File: config.mk
export PLATFORM = sky130hd
export DESIGN_NAME = bit_serial_add_ctrl
export DESIGN_NICKNAME = d
export VERILOG_FILES = /design/src/rtl/bit_serial_add_ctrl.sv
export SDC_FILE = /design/constraint.sdc
export NUM_CORES = 1
export LEC_CHECK = 0
export ABC_CLOCK_PERIOD_IN_PS = 1300
export CORE_MARGIN = 2
export CORE_UTILIZATION = 35
export DETAILED_ROUTE_END_ITERATION = 10
export DONT_BUFFER_PORTS = 1
export PLACE_DENSITY_LB_ADDON = 0.1
export SKIP_CTS_REPAIR_TIMING = 1
export SLEW_MARGIN = 20
export SYNTH_ARGS = -nofsm -noshare
export SYNTH_HDL_FRONTEND = slang
export SYNTH_SLANG_ARGS = --single-unit
File: constraint.sdc
create_clock -name clk -period 1.3 [get_ports clk]
set_input_delay 0.39 -clock clk [delete_from_list [all_inputs] [get_ports clk]]
set_output_delay 0.39 -clock clk [all_outputs]
set_load 0.01 [all_outputs]
File: src/rtl/bit_serial_add_ctrl.sv
// Bit-serial adder: operands rotate LSB-first through one full adder and a carry
// flop; the result is published only on completion. Optional subtract: BIT_SERIAL_SUB_EN.
module bit_serial_add_ctrl #(
    parameter int WIDTH = 8
) (
    input  logic             clk,
    input  logic             rst,
    input  logic             start,
    input  logic [WIDTH-1:0] a,
    input  logic [WIDTH-1:0] b,
    input  logic             cin,
`ifdef BIT_SERIAL_SUB_EN
    input  logic             sub,
`endif
    output logic             ready,
    output logic             busy,
    output logic             done,
    output logic [WIDTH-1:0] sum,
    output logic             cout,
    output logic [1:0]       state_dbg
);

    // Handshake: start is sampled only while ready=1; an accepted request is
    // answered by a single-cycle done pulse with sum/cout already stable.
    // There is no result back-pressure; sum/cout hold until the next completion.

    localparam int CW = $clog2(WIDTH + 1);
    localparam logic [CW-1:0] LAST = CW'(WIDTH - 1);

    typedef enum logic [1:0] {
        IDLE  = 2'd0,
        SHIFT = 2'd1,
        DONE  = 2'd2
    } state_t;

    state_t           state;
    state_t           state_nxt;
    logic [CW-1:0]    counter;
    logic [WIDTH-1:0] a_sr;
    logic [WIDTH-1:0] b_sr;
    logic [WIDTH-1:0] sum_sr;
    logic             c;
    logic             s;
    logic             c_nxt;
    logic             accept;
    logic             last_shift;
    logic [WIDTH-1:0] b_load;
    logic             c_load;

`ifdef BIT_SERIAL_SUB_EN
    // Two's-complement subtract: invert B and inject the +1 through the carry.
    assign b_load = sub ? ~b : b;
    assign c_load = sub ? 1'b1 : cin;
`else
    assign b_load = b;
    assign c_load = cin;
`endif

    assign s          = a_sr[0] ^ b_sr[0] ^ c;
    assign c_nxt      = (a_sr[0] & b_sr[0]) | (a_sr[0] & c) | (b_sr[0] & c);
    assign last_shift = (state == SHIFT) && (counter == LAST);
    assign state_dbg  = 2'(state);

    always_ff @(posedge clk or posedge rst) begin
        if (rst) begin
            state <= IDLE;
        end else begin
            state <= state_nxt;
        end
    end

    always_comb begin
        state_nxt = state;
        ready     = 1'b0;
        busy      = 1'b0;
        done      = 1'b0;
        accept    = 1'b0;
        case (state)
            IDLE: begin
                ready = 1'b1;
                if (start) begin
                    accept    = 1'b1;
                    state_nxt = SHIFT;
                end
            end
            SHIFT: begin
                busy = 1'b1;
                if (last_shift) begin
                    state_nxt = DONE;
                end
            end
            DONE: begin
                done      = 1'b1;
                state_nxt = IDLE;
            end
            default: begin
                state_nxt = IDLE;
            end
        endcase
    end

    always_ff @(posedge clk or posedge rst) begin
        if (rst) begin
            a_sr    <= '0;
            b_sr    <= '0;
            sum_sr  <= '0;
            c       <= 1'b0;
            counter <= '0;
            sum     <= '0;
            cout    <= 1'b0;
        end else if (accept) begin
            a_sr    <= a;
            b_sr    <= b_load;
            c       <= c_load;
            counter <= '0;
            sum_sr  <= '0;
        end else if (busy) begin
            // Rotating rather than shifting leaves the operands intact after WIDTH steps.
            a_sr    <= {a_sr[0], a_sr[WIDTH-1:1]};
            b_sr    <= {b_sr[0], b_sr[WIDTH-1:1]};
            sum_sr  <= {s, sum_sr[WIDTH-1:1]};
            c       <= c_nxt;
            counter <= counter + CW'(1);
            if (last_shift) begin
                sum  <= {s, sum_sr[WIDTH-1:1]};
                cout <= c_nxt;
            end
        end
    end

endmodule

* Word level (Yosys, flattened, before mapping)
Cells that the tools add are included.
** Word-level totals
- Register bits :: 40
- Bits in latches :: 0
- Bits in writable memories :: 0
- Memory bits (read-only) :: 0
- Input port bits :: 20
- Output and inout port bits :: 14
- Word-level logic and storage cells :: 45
- Memories :: 0
** Cells by class
- Add/sub/neg operators :: 1
- Multiply operators :: 0
- Div/mod/pow operators :: 0
- Order comparisons :: 0
- Eq/ne operators :: 5
- Shift-type cells :: 0
- Multiplexer cells :: 18
- Bitwise logic cells :: 8
- Reductions and logical operators :: 5
** Operators with widths (number)
- $mux 8 :: 6
- $mux 4 :: 2
- $mux 1 :: 7
- $add 4x1->4 const B :: 1
- $eq 4x3->1 const B :: 1
- $mux 2 :: 2
- $ne 2x2->1 const B :: 2
- $pmux 2 s2 :: 1
- $and 1x1->1 :: 3
- $reduce_and 3->1 :: 1
- $eq 2x1->1 const B :: 1
- $eq 2x2->1 const B :: 1
- $logic_not 2->1 :: 1
- $or 1x1->1 :: 2
- $reduce_and 2->1 :: 1
- $reduce_bool 2->1 :: 1
- $xor 1x1->1 :: 2
- $logic_and 1x1->1 :: 1
- $not 1->1 :: 1

* Longest topological paths before layout
Gate-level depths: netlist of run 1.
- Word-level depth :: 5
- Mapped depth :: 6
- Gate-level depth less buffers :: 4

* Worst setup path after synthesis of run 1
Ideal clock, no wire load.
- Kind :: reg-to-output
- Start point :: register state[1], in the netlist state_dbg[1]
- End point :: output port busy
- Arrival time :: 1027 ps
- Data required time :: 910 ps
- Slack :: -117 ps
- Cell stages (with the launch flop) :: 5
- Buffers on the path :: 2
- Path through :: dfrtp_1 nand2b_4 inv_2 buf_2 buf_4
** On the way
- Longest elaborated chain between the ends :: 2
** RTL lines
- start, declared :: RTL line 36 : state_t state;
- start signal, assigned :: RTL line 68 : state <= state_nxt;
- $eq 2x1->1 :: RTL line 78 : case (state)
- $mux 1 :: RTL line 78
- end, declared :: RTL line 16 : output logic busy,
Every way passes these cells.

* Worst setup path after layout of run 1
Same ends and word-level chain as after synthesis.

==> results.tsv, run 1 <==
stage	metric	value	unit
layout	# fillers	467	
power	Peak VDD IR	783	uV
synth	Yosys Warn Count	0	
synth	Synth area leaders	dfrtp_1 59%, nand2_1 12%, a22oi_1 6.8%	
synth	commonest cells in the synthesized netlist	54 x nand2_1, 39 x dfrtp_1, 15 x a22oi_1, 9 x mux2_1, 8 x nand3_1	
die	num ports	34	
synth	Syn Area/Cell	10.8	um^2
sta	count of final setup violators	12	
sta	fin crit period	1400	ps
clocking	# clock sinks	39	
synth	Synth Flop Type	dfrtp_1	
power	P_leak	0.000989	uW
synth	Synth Cell Area	1670	um^2
setup_path	crit path launch type	flip-flop	
sta	Slew headroom	86.0	%
setup_path	worst-path fanout max	13	
placement	I/O Buffers	0	
die	Die X	73.0	um
sta	actual slew at the worst max-slew pin	210	ps
setup_path	Crit path buffers/inverters	1	
grt	GRT overflow	0	
setup_path	family with the most delay on the worst path	flip-flops	
placement	dpl cells	221	
synth	most common cell in the netlist	nand2_1	
clocking	Clock Tree Buf Depth	2	
sta	unrepaired setup endpoints after global routing	true	
setup_path	critical path cell sequence	nand2b_4 > clkinv_8	
synth	Cell variety after synth	27	
routing	Residual DRC	0	
sta	Max Slew Vio Count	0	
outcome	status	complete, but fails checks	
synth	Synth Net Count	177	
setup_path	endpoint class of the critical path	output pin	
sta	Setup Skew	7.58	ps
layout	Antenna Cells	0	
layout	Net count, final	197	
setup_path	CP required	910	ps
setup_path	CP arrival	1010	ps
synth	share of Yosys cell area claimed by the top area cell type	58.6	%
layout	Layout area overhead	23.0	%
sta	Tcrit/Tclk final	108	%
routing	vias per inst	5.16	
synth	Synth Register Bits	39	
layout	final non-filler cell total	230	
placement	gp weighted congestion	0.661	
die	placeable core area	4660	um^2
sta	Setup WS post-layout	-101	ps
routing	DR WL/cell	15.4	um
setup_path	WS Path Type	reg2out	
min_path	Hold Path Class	in2async	
clocking	worst-skew pair later-pin latency	290	ps
clocking	Root Buffer	clkbuf_8	
power	PwrDens	2440	nW/um^2
outcome	failing checks	setup timing	
die	height of the die	73.0	um
grt	Tot GR Track Use	15.0	%
synth	asr flop ratio synth	100	%
routing	Vias	1187	
routing	total wire length	3540	um
die	die area	5330	um^2
grt	number of global-route vias before repair	1267	
clocking	number of CTS-inserted buffers	5	
synth	Post-synth EDFFs	0	
placement	worst slack, placed	-72.4	ps
synth	Cells after Synth	155	
clocking	clk slew on worst S/H paths	80	ps
die	initial core utilization	35.8	%
grt	largest net degree at the start of global routing	40	
setup_path	worst stage delay on the critical path	430	ps
setup_path	critical path's slowest cell	dfrtp_2	
layout	Layout Utilization	44.0	%
clocking	H-tree levels	2	
sta	FMAX	0.714	GHz
routing	First-pass DRT Iterations	4	
placement	post-DP HPWL	2510	um
routing	DRT iter0 DRCs	13	
synth	Synth area leader	dfrtp_1	
die	# rows	25	
grt	initial antenna violation count	0	
run	Max-Cap Viols	0	
grt	wire length of the first global-routing pass	6000	um
layout	layout cells sized above 1	28.4	%
sta	final hold vios	0	
synth	sequential fraction of the synthesis area	58.6	%
clocking	CTS tree	yes	
routing	ANT nets after route	0	
flip-flops by register name (all words and copies together) (netlist names):
register / count
cout: 1
state_dbg: 2
a_sr: 8
counter: 4
c: 1
sum_sr: 7
sum: 8
b_sr: 8
path summary, 6_finish.rpt:
path                           endpoint  depth (start not counted)  slack (ps)    startpoint
max                                busy                          2        -100  state_dbg[1]
min                          counter[3]                          2           8           rst
max reg2reg                      sum[7]                          5         -80    counter[0]
min reg2reg                     a_sr[6]                          2         480       a_sr[6]
max in group asynchronous  state_dbg[0]                          2        1090           rst
min in group clk                b_sr[4]                          2         240          b[4]
where the power goes:
group          internal, uW  leakage (uW)  total (uW)  switching [uW]
clock network           377     0.0000422         781             405
registers              1770      0.000491        2190             418
logic                   957      0.000456        2030            1070
through the flow:
step | hold WS, ps | TNS [ps] | instance area [um^2] | total power (uW)
after global placement | 324 | -236 | 1910 | 4070
final | 8.26 | -932 | 2050 | 5000
after detailed placement | 323 | -583 | 1910 | 4140
after floorplan | 362 | -444 | 1720 | 3460
after global routing | 16.2 | -2060 | 2050 | 5440
after CTS | 4.81 | -1360 | 1990 | 4940
routing by layer:
| layer | vias up | wire length [um] | GRT usage [%] |
|---|---|---|---|
| met5 | - | 0 | 0 |
| met4 | 0 | 54 | 4.94 |
| met3 | 4 | 202 | 6.08 |
| met2 | 29 | 1740 | 24.6 |
| met1 | 595 | 1540 | 18.0 |
| li1 | 559 | - | - |
layout make-up:
| type | count | area, um^2 | area share [%] |
|---|---|---|---|
| Clock buffer | 7 | 76.3 | 3.72 |
| Timing Repair Buffer | 21 | 198 | 9.64 |
| Tap cell | 54 | 67.6 | 3.29 |
| Sequential cell | 39 | 978 | 47.7 |
| Inverter | 2 | 23.8 | 1.16 |
| Multi-Input combinational cell | 106 | 702 | 34.2 |
| Clock inverter | 1 | 5.00 | 0.244 |
cells in the final DEF, fill, tap and decap left out:
cell        instances
nand2_1            54
dfrtp_1            37
buf_4              15
a22oi_1            14
mux2_1              8
nand3_2             7
clkbuf_8            5
buf_6               4
nor2_1              2
a31oi_2             2
o21ai_0             2
nor2_4              2
clkbuf_1            2
buf_12              2
dfrtp_2             2
or3b_4              1
nand2b_4            1
clkinv_8            1
nor3b_2             1
o21bai_2            1
a21oi_1             1
o21ba_1             1
nand3b_1            1
nand4_1             1
mux2i_1             1
mux2_4              1
nor2b_4             1
clkinvlp_4          1
nand3_1             1
a22oi_2             1
fa_1                1
ha_2                1
clkinv_2            1
cells by family (layout without fill, tap and decap cells):
family	after synthesis	after routing	synth area share, %
compound gates	22	22	10.4
fa+ha+maj	2	2	1.95
buf+inv	10	31	3.15
flops	39	39	58.6
mux	10	10	6.68
simple gates	72	72	19.2
(Power assumes the default switching activity.)
==> run 2: changes to the inputs <==
--- a/config.mk
+++ b/config.mk
@@ -6,7 +6,7 @@
 export NUM_CORES = 1
 export LEC_CHECK = 0
 export ABC_CLOCK_PERIOD_IN_PS = 1300
-export CORE_MARGIN = 2
+export CORE_MARGIN = 5
 export CORE_UTILIZATION = 35
 export DETAILED_ROUTE_END_ITERATION = 10
 export DONT_BUFFER_PORTS = 1
==> results.tsv, run 2 (synthesis results as in run 1) <==
stage	metric	value	unit	change
outcome	status	complete, but fails checks		
outcome	failing checks	setup timing		
grt	initial antenna violation count	0		unchanged
placement	gp weighted congestion	0.719		+8.8%
layout	layout cells sized above 1	37.3	%	+8.9 points
sta	Setup WS post-layout	-125	ps	-23.3 ps
setup_path	CP required	910	ps	about the same
sta	fin crit period	1420	ps	+23.3 ps
die	height of the die	79.0	um	+8.2%
setup_path	worst-path fanout max	5		-8
power	P_leak	0.00102	uW	+3.0%
routing	ANT nets after route	0		unchanged
layout	Layout area overhead	32.3	%	
routing	vias per inst	5.02		-2.7%
placement	I/O Buffers	0		unchanged
grt	GRT overflow	0		unchanged
sta	final hold vios	0		unchanged
power	Peak VDD IR	832	uV	+6.2%
run	Max-Cap Viols	0		unchanged
die	die area	6240	um^2	+17%
sta	count of final setup violators	16		+4
layout	Layout Utilization	47.3	%	+3.3 points
sta	actual slew at the worst max-slew pin	420	ps	+211 ps
layout	most frequent cells in the layout	52 x nand2_1, 37 x dfrtp_1, 14 x a22oi_2		
setup_path	worst stage delay on the critical path	470	ps	+40 ps
min_path	Hold Path Class	in2reg		
power	Gate power share	42.8	%	+2.2 points
die	placeable core area	4660	um^2	unchanged
die	initial core utilization	35.8	%	unchanged
clocking	clk slew on worst S/H paths	70	ps	about the same
routing	First-pass DRT Iterations	4		unchanged
power	Switch Pwr	2060	uW	+8.5%
clocking	Root Buffer	clkbuf_8		
grt	wire length of the first global-routing pass	6110	um	+1.7%
sta	Max Slew Vio Count	0		unchanged
setup_path	CP arrival	1030	ps	+20 ps
clocking	H-tree levels	2		unchanged
clocking	number of CTS-inserted buffers	5		unchanged
sta	Tcrit/Tclk final	110	%	+1.8 points
power	Internal	3390	uW	+9.2%
setup_path	Crit path buffers/inverters	1		unchanged
setup_path	crit path launch type	flip-flop		
layout	Net count, final	198		+0.51%
routing	Residual DRC	0		unchanged
clocking	Clock Tree Buf Depth	2		unchanged
placement	post-DP HPWL	2620	um	+4.4%
layout	top flop regs	a_sr x8, b_sr x8, sum x8		
grt	Tot GR Track Use	12.7	%	-2.4 points
routing	Vias	1160		-2.3%
sta	unrepaired setup endpoints after global routing	true		
grt	largest net degree at the start of global routing	27		-33%
placement	worst slack, placed	-104	ps	-31.8 ps
power	part of the power in registers	41.1	%	-2.7 points
power	PwrDens	2470	nW/um^2	+1.3%
sta	Slew headroom	71.9	%	-14 points
routing	DRT iter0 DRCs	36		+23
grt	number of global-route vias before repair	1262		-0.39%
setup_path	WS Path Type	reg2out		
die	Die X	79.0	um	+8.2%
die	# rows	25		unchanged
routing	total wire length	3770	um	+6.6%
clocking	worst-skew pair later-pin latency	280	ps	about the same
power	Clk pwr share	16.1	%	+0.5 points
clocking	CTS tree	yes		
setup_path	critical path cell sequence	buf_6 > nor2b_4		
setup_path	family with the most delay on the worst path	flip-flops		
routing	DR WL/cell	16.3	um	+6.2%
power	switching part of the total	37.7	%	-0.14 points
layout	most common cell after layout, fill and taps aside	nand2_1		
clocking	# clock sinks	39		unchanged
die	num ports	34		unchanged
sta	FMAX	0.702	GHz	-1.6%
setup_path	critical path's slowest cell	dfrtp_2		
sta	Setup Skew	2.48	ps	-5.10 ps
setup_path	endpoint class of the critical path	output pin		
layout	Antenna Cells	0		unchanged
==> run 2: metrics by stage <==
stage | hold WS [ps] | instance area [um^2] | power (uW) | instances | TNS (ps)
2_1_floorplan | 362 | 1720 | 3460 | 155 | -444
3_3_place_gp | 244 | 1920 | 4110 | 221 | -778
3_5_place_dp | 250 | 1920 | 4180 | 221 | -1310
4_1_cts | -67.5 | 2020 | 5100 | 229 | -2600
5_1_grt | 223 | 2200 | 5890 | 231 | -3650
6_report | 240 | 2200 | 5450 | 231 | -1350
==> run 2: final timing paths <==
check | from | endpoint | slack (ps) | cells past startpoint
worst max-delay path | state_dbg[0] | done | -120 | 2
worst min-delay path | b[4] | b_sr[4] | 240 | 2
worst max register to register | counter[1] | cout | -120 | 5
worst min register to register | a_sr[4] | a_sr[4] | 470 | 2
max in group asynchronous | rst | state_dbg[1] | 310 | 3
min in group asynchronous | rst | sum[6] | 550 | 2
==> run 2: final cells by class <==
cell class,count,area (um^2)
multi-input cells,106,803
repair buffers,22,231
clock buffers,8,100
inverters,2,23.8
fillers,415,2460
flip-flops and latches,39,978
well taps,54,67.6
==> run 2: per-layer routing <==
metal | GRT usage [%] | vias up | wire length [um] | part of all wire, %
met1 | 15.3 | 567 | 1560 | 41
met3 | 3.85 | 2 | 235 | 6.2
met5 | 0 | - | 0 | 0
li1 | - | 567 | - | -
met2 | 20.9 | 24 | 1950 | 52
met4 | 5.67 | 0 | 24 | 0.64
==> run 2: power groups by stage <==
stage                     Clock (uW)  Combinational [uW]  Sequential, uW
after global routing             977                2610            2300
after floorplan                    0                1300            2160
final                            877                2330            2240
after global placement             0                1910            2200
after detailed placement           0                1960            2220
after CTS                        932                1970            2200
==> run 3: changes to the inputs <==
--- a/config.mk
+++ b/config.mk
@@ -7,10 +7,11 @@
 export LEC_CHECK = 0
 export ABC_CLOCK_PERIOD_IN_PS = 1300
 export CORE_MARGIN = 5
-export CORE_UTILIZATION = 35
+export CORE_UTILIZATION = 40
 export DETAILED_ROUTE_END_ITERATION = 10
 export DONT_BUFFER_PORTS = 1
 export PLACE_DENSITY_LB_ADDON = 0.1
+export REMOVE_ABC_BUFFERS = 1
 export SKIP_CTS_REPAIR_TIMING = 1
 export SLEW_MARGIN = 20
 export SYNTH_ARGS = -nofsm -noshare
==> results.tsv, run 3 (synthesis results as in run 1) <==
stage	metric	value	unit	change
setup_path	WS Path Type	reg2out		
grt	Tot GR Track Use	14.4	%	+1.7 points
routing	DRT iter0 DRCs	53		+47%
layout	layout cells sized above 1	22.7	%	-15 points
power	Switch Pwr	1810	uW	-12%
layout	most common cell after layout, fill and taps aside	nand2_1		
sta	Setup Skew	7.49	ps	+5.01 ps
power	Peak VDD IR	1140	uV	+37%
clocking	H-tree levels	2		unchanged
die	num ports	34		unchanged
layout	Layout area overhead	22.4	%	
routing	ANT nets after route	0		unchanged
routing	Vias	1171		+0.95%
sta	Tcrit/Tclk final	109	%	-0.49 points
setup_path	endpoint class of the critical path	output pin		
power	Gate power share	38.1	%	-4.7 points
die	# rows	23		-8.0%
grt	wire length of the first global-routing pass	5890	um	-3.5%
setup_path	crit path launch type	flip-flop		
setup_path	CP required	910	ps	about the same
routing	vias per inst	5.18		+3.2%
sta	Slew headroom	70.3	%	-1.6 points
run	Max-Cap Viols	0		unchanged
outcome	status	complete, but fails checks		
placement	I/O Buffers	0		unchanged
routing	DR WL/cell	15.0	um	-8.3%
outcome	failing checks	setup timing		
die	height of the die	74.6	um	-5.6%
grt	number of global-route vias before repair	1281		+1.5%
die	initial core utilization	41.4	%	+5.6 points
sta	fin crit period	1420	ps	-6.38 ps
min_path	Hold Path Class	in2async		
sta	actual slew at the worst max-slew pin	444	ps	+23.9 ps
setup_path	CP arrival	1030	ps	about the same
power	Clk pwr share	18.9	%	+2.8 points
power	PwrDens	2500	nW/um^2	+1.1%
layout	most frequent cells in the layout	54 x nand2_1, 37 x dfrtp_1, 15 x buf_4		
placement	gp weighted congestion	0.794		+11%
die	die area	5560	um^2	-11%
sta	FMAX	0.705	GHz	+0.45%
sta	Setup WS post-layout	-118	ps	+6.38 ps
grt	largest net degree at the start of global routing	40		+48%
die	Die X	74.6	um	-5.6%
layout	top flop regs	a_sr x8, b_sr x8, sum x8		
routing	Residual DRC	0		unchanged
power	switching part of the total	35.6	%	-2.1 points
clocking	worst-skew pair later-pin latency	290	ps	about the same
layout	Antenna Cells	0		unchanged
sta	unrepaired setup endpoints after global routing	true		
power	part of the power in registers	42.9	%	+1.8 points
routing	total wire length	3380	um	-10%
clocking	Root Buffer	clkbuf_8		
sta	setup TNS	-1220	ps	+133 ps
clocking	# clock sinks	39		unchanged
layout	# fillers	384		-7.5%
layout	Net count, final	198		unchanged
sta	Max Slew Vio Count	0		unchanged
setup_path	worst-path fanout max	5		unchanged
layout	Layout Utilization	50.6	%	+3.3 points
clocking	CTS tree	yes		
clocking	Clock Tree Buf Depth	2		unchanged
power	Internal	3280	uW	-3.3%
power	total power	5090	uW	-6.5%
clocking	number of CTS-inserted buffers	5		unchanged
sta	count of final setup violators	24		+8
grt	GRT overflow	0		unchanged
die	placeable core area	4030	um^2	-14%
grt	initial antenna violation count	0		unchanged
clocking	clk slew on worst S/H paths	80	ps	about the same
placement	post-DP HPWL	2440	um	-6.8%
routing	First-pass DRT Iterations	4		unchanged
power	P_leak	0.00100	uW	-1.6%
sta	final hold vios	0		unchanged
==> run 3: final cells by class <==
class / instances / area [um^2] / share of cell area [%]
Clock inverter: 1 / 30.0 / 1.47
Multi-Input combinational cell: 106 / 672 / 32.9
Inverter: 2 / 15.0 / 0.736
Timing Repair Buffer: 22 / 209 / 10.2
Clock buffer: 6 / 72.6 / 3.56
Tap cell: 50 / 62.6 / 3.07
Sequential cell: 39 / 978 / 48.0
==> run 3: final timing paths <==
check / from / endpoint / slack, ps / cells after the start
worst min-delay path: rst / sum[5] / 40 / 2
worst max-delay path: state_dbg[0] / done / -120 / 2
max in group asynchronous: rst / counter[3] / 1060 / 2
worst max register to register: counter[1] / sum[5] / -80 / 5
worst min register to register: b_sr[1] / b_sr[1] / 480 / 2
min in group clk: a[4] / a_sr[4] / 230 / 2
==> run 3: per-stage QoR <==
step	std cells	hold slack, ps	cell area, um^2	worst slack, ps
floorplan	147	436	1620	-106
global placement	217	354	1850	-92.9
detailed placement	217	359	1850	-142
CTS	224	38.5	1950	-241
global route	226	45.6	2040	-166
finish	226	38.9	2040	-118
==> run 3: power by group through the flow <==
stage / registers [uW] / clock network [uW] / logic [uW]
2_1_floorplan: 2140 / 0 / 1120
3_3_place_gp: 2180 / 0 / 1770
3_5_place_dp: 2200 / 0 / 1830
4_1_cts: 2180 / 1010 / 1830
5_1_grt: 2260 / 1060 / 2240
6_report: 2190 / 964 / 1940
==> run 3: layer usage <==
metal  track usage [%]  up-vias  share of wire, %
met2              23.9       27                51
met1              16.5      576                42
met3              6.76        5               5.5
met4              4.15        0               1.1
li1                  -      563                 -
met5                 0        -                 0
==> run 3: worst max-delay path, cell delays in order (launching register included) <==
cell and delay, ps:
dfrtp_2 470, buf_6 140, nor2b_4 120
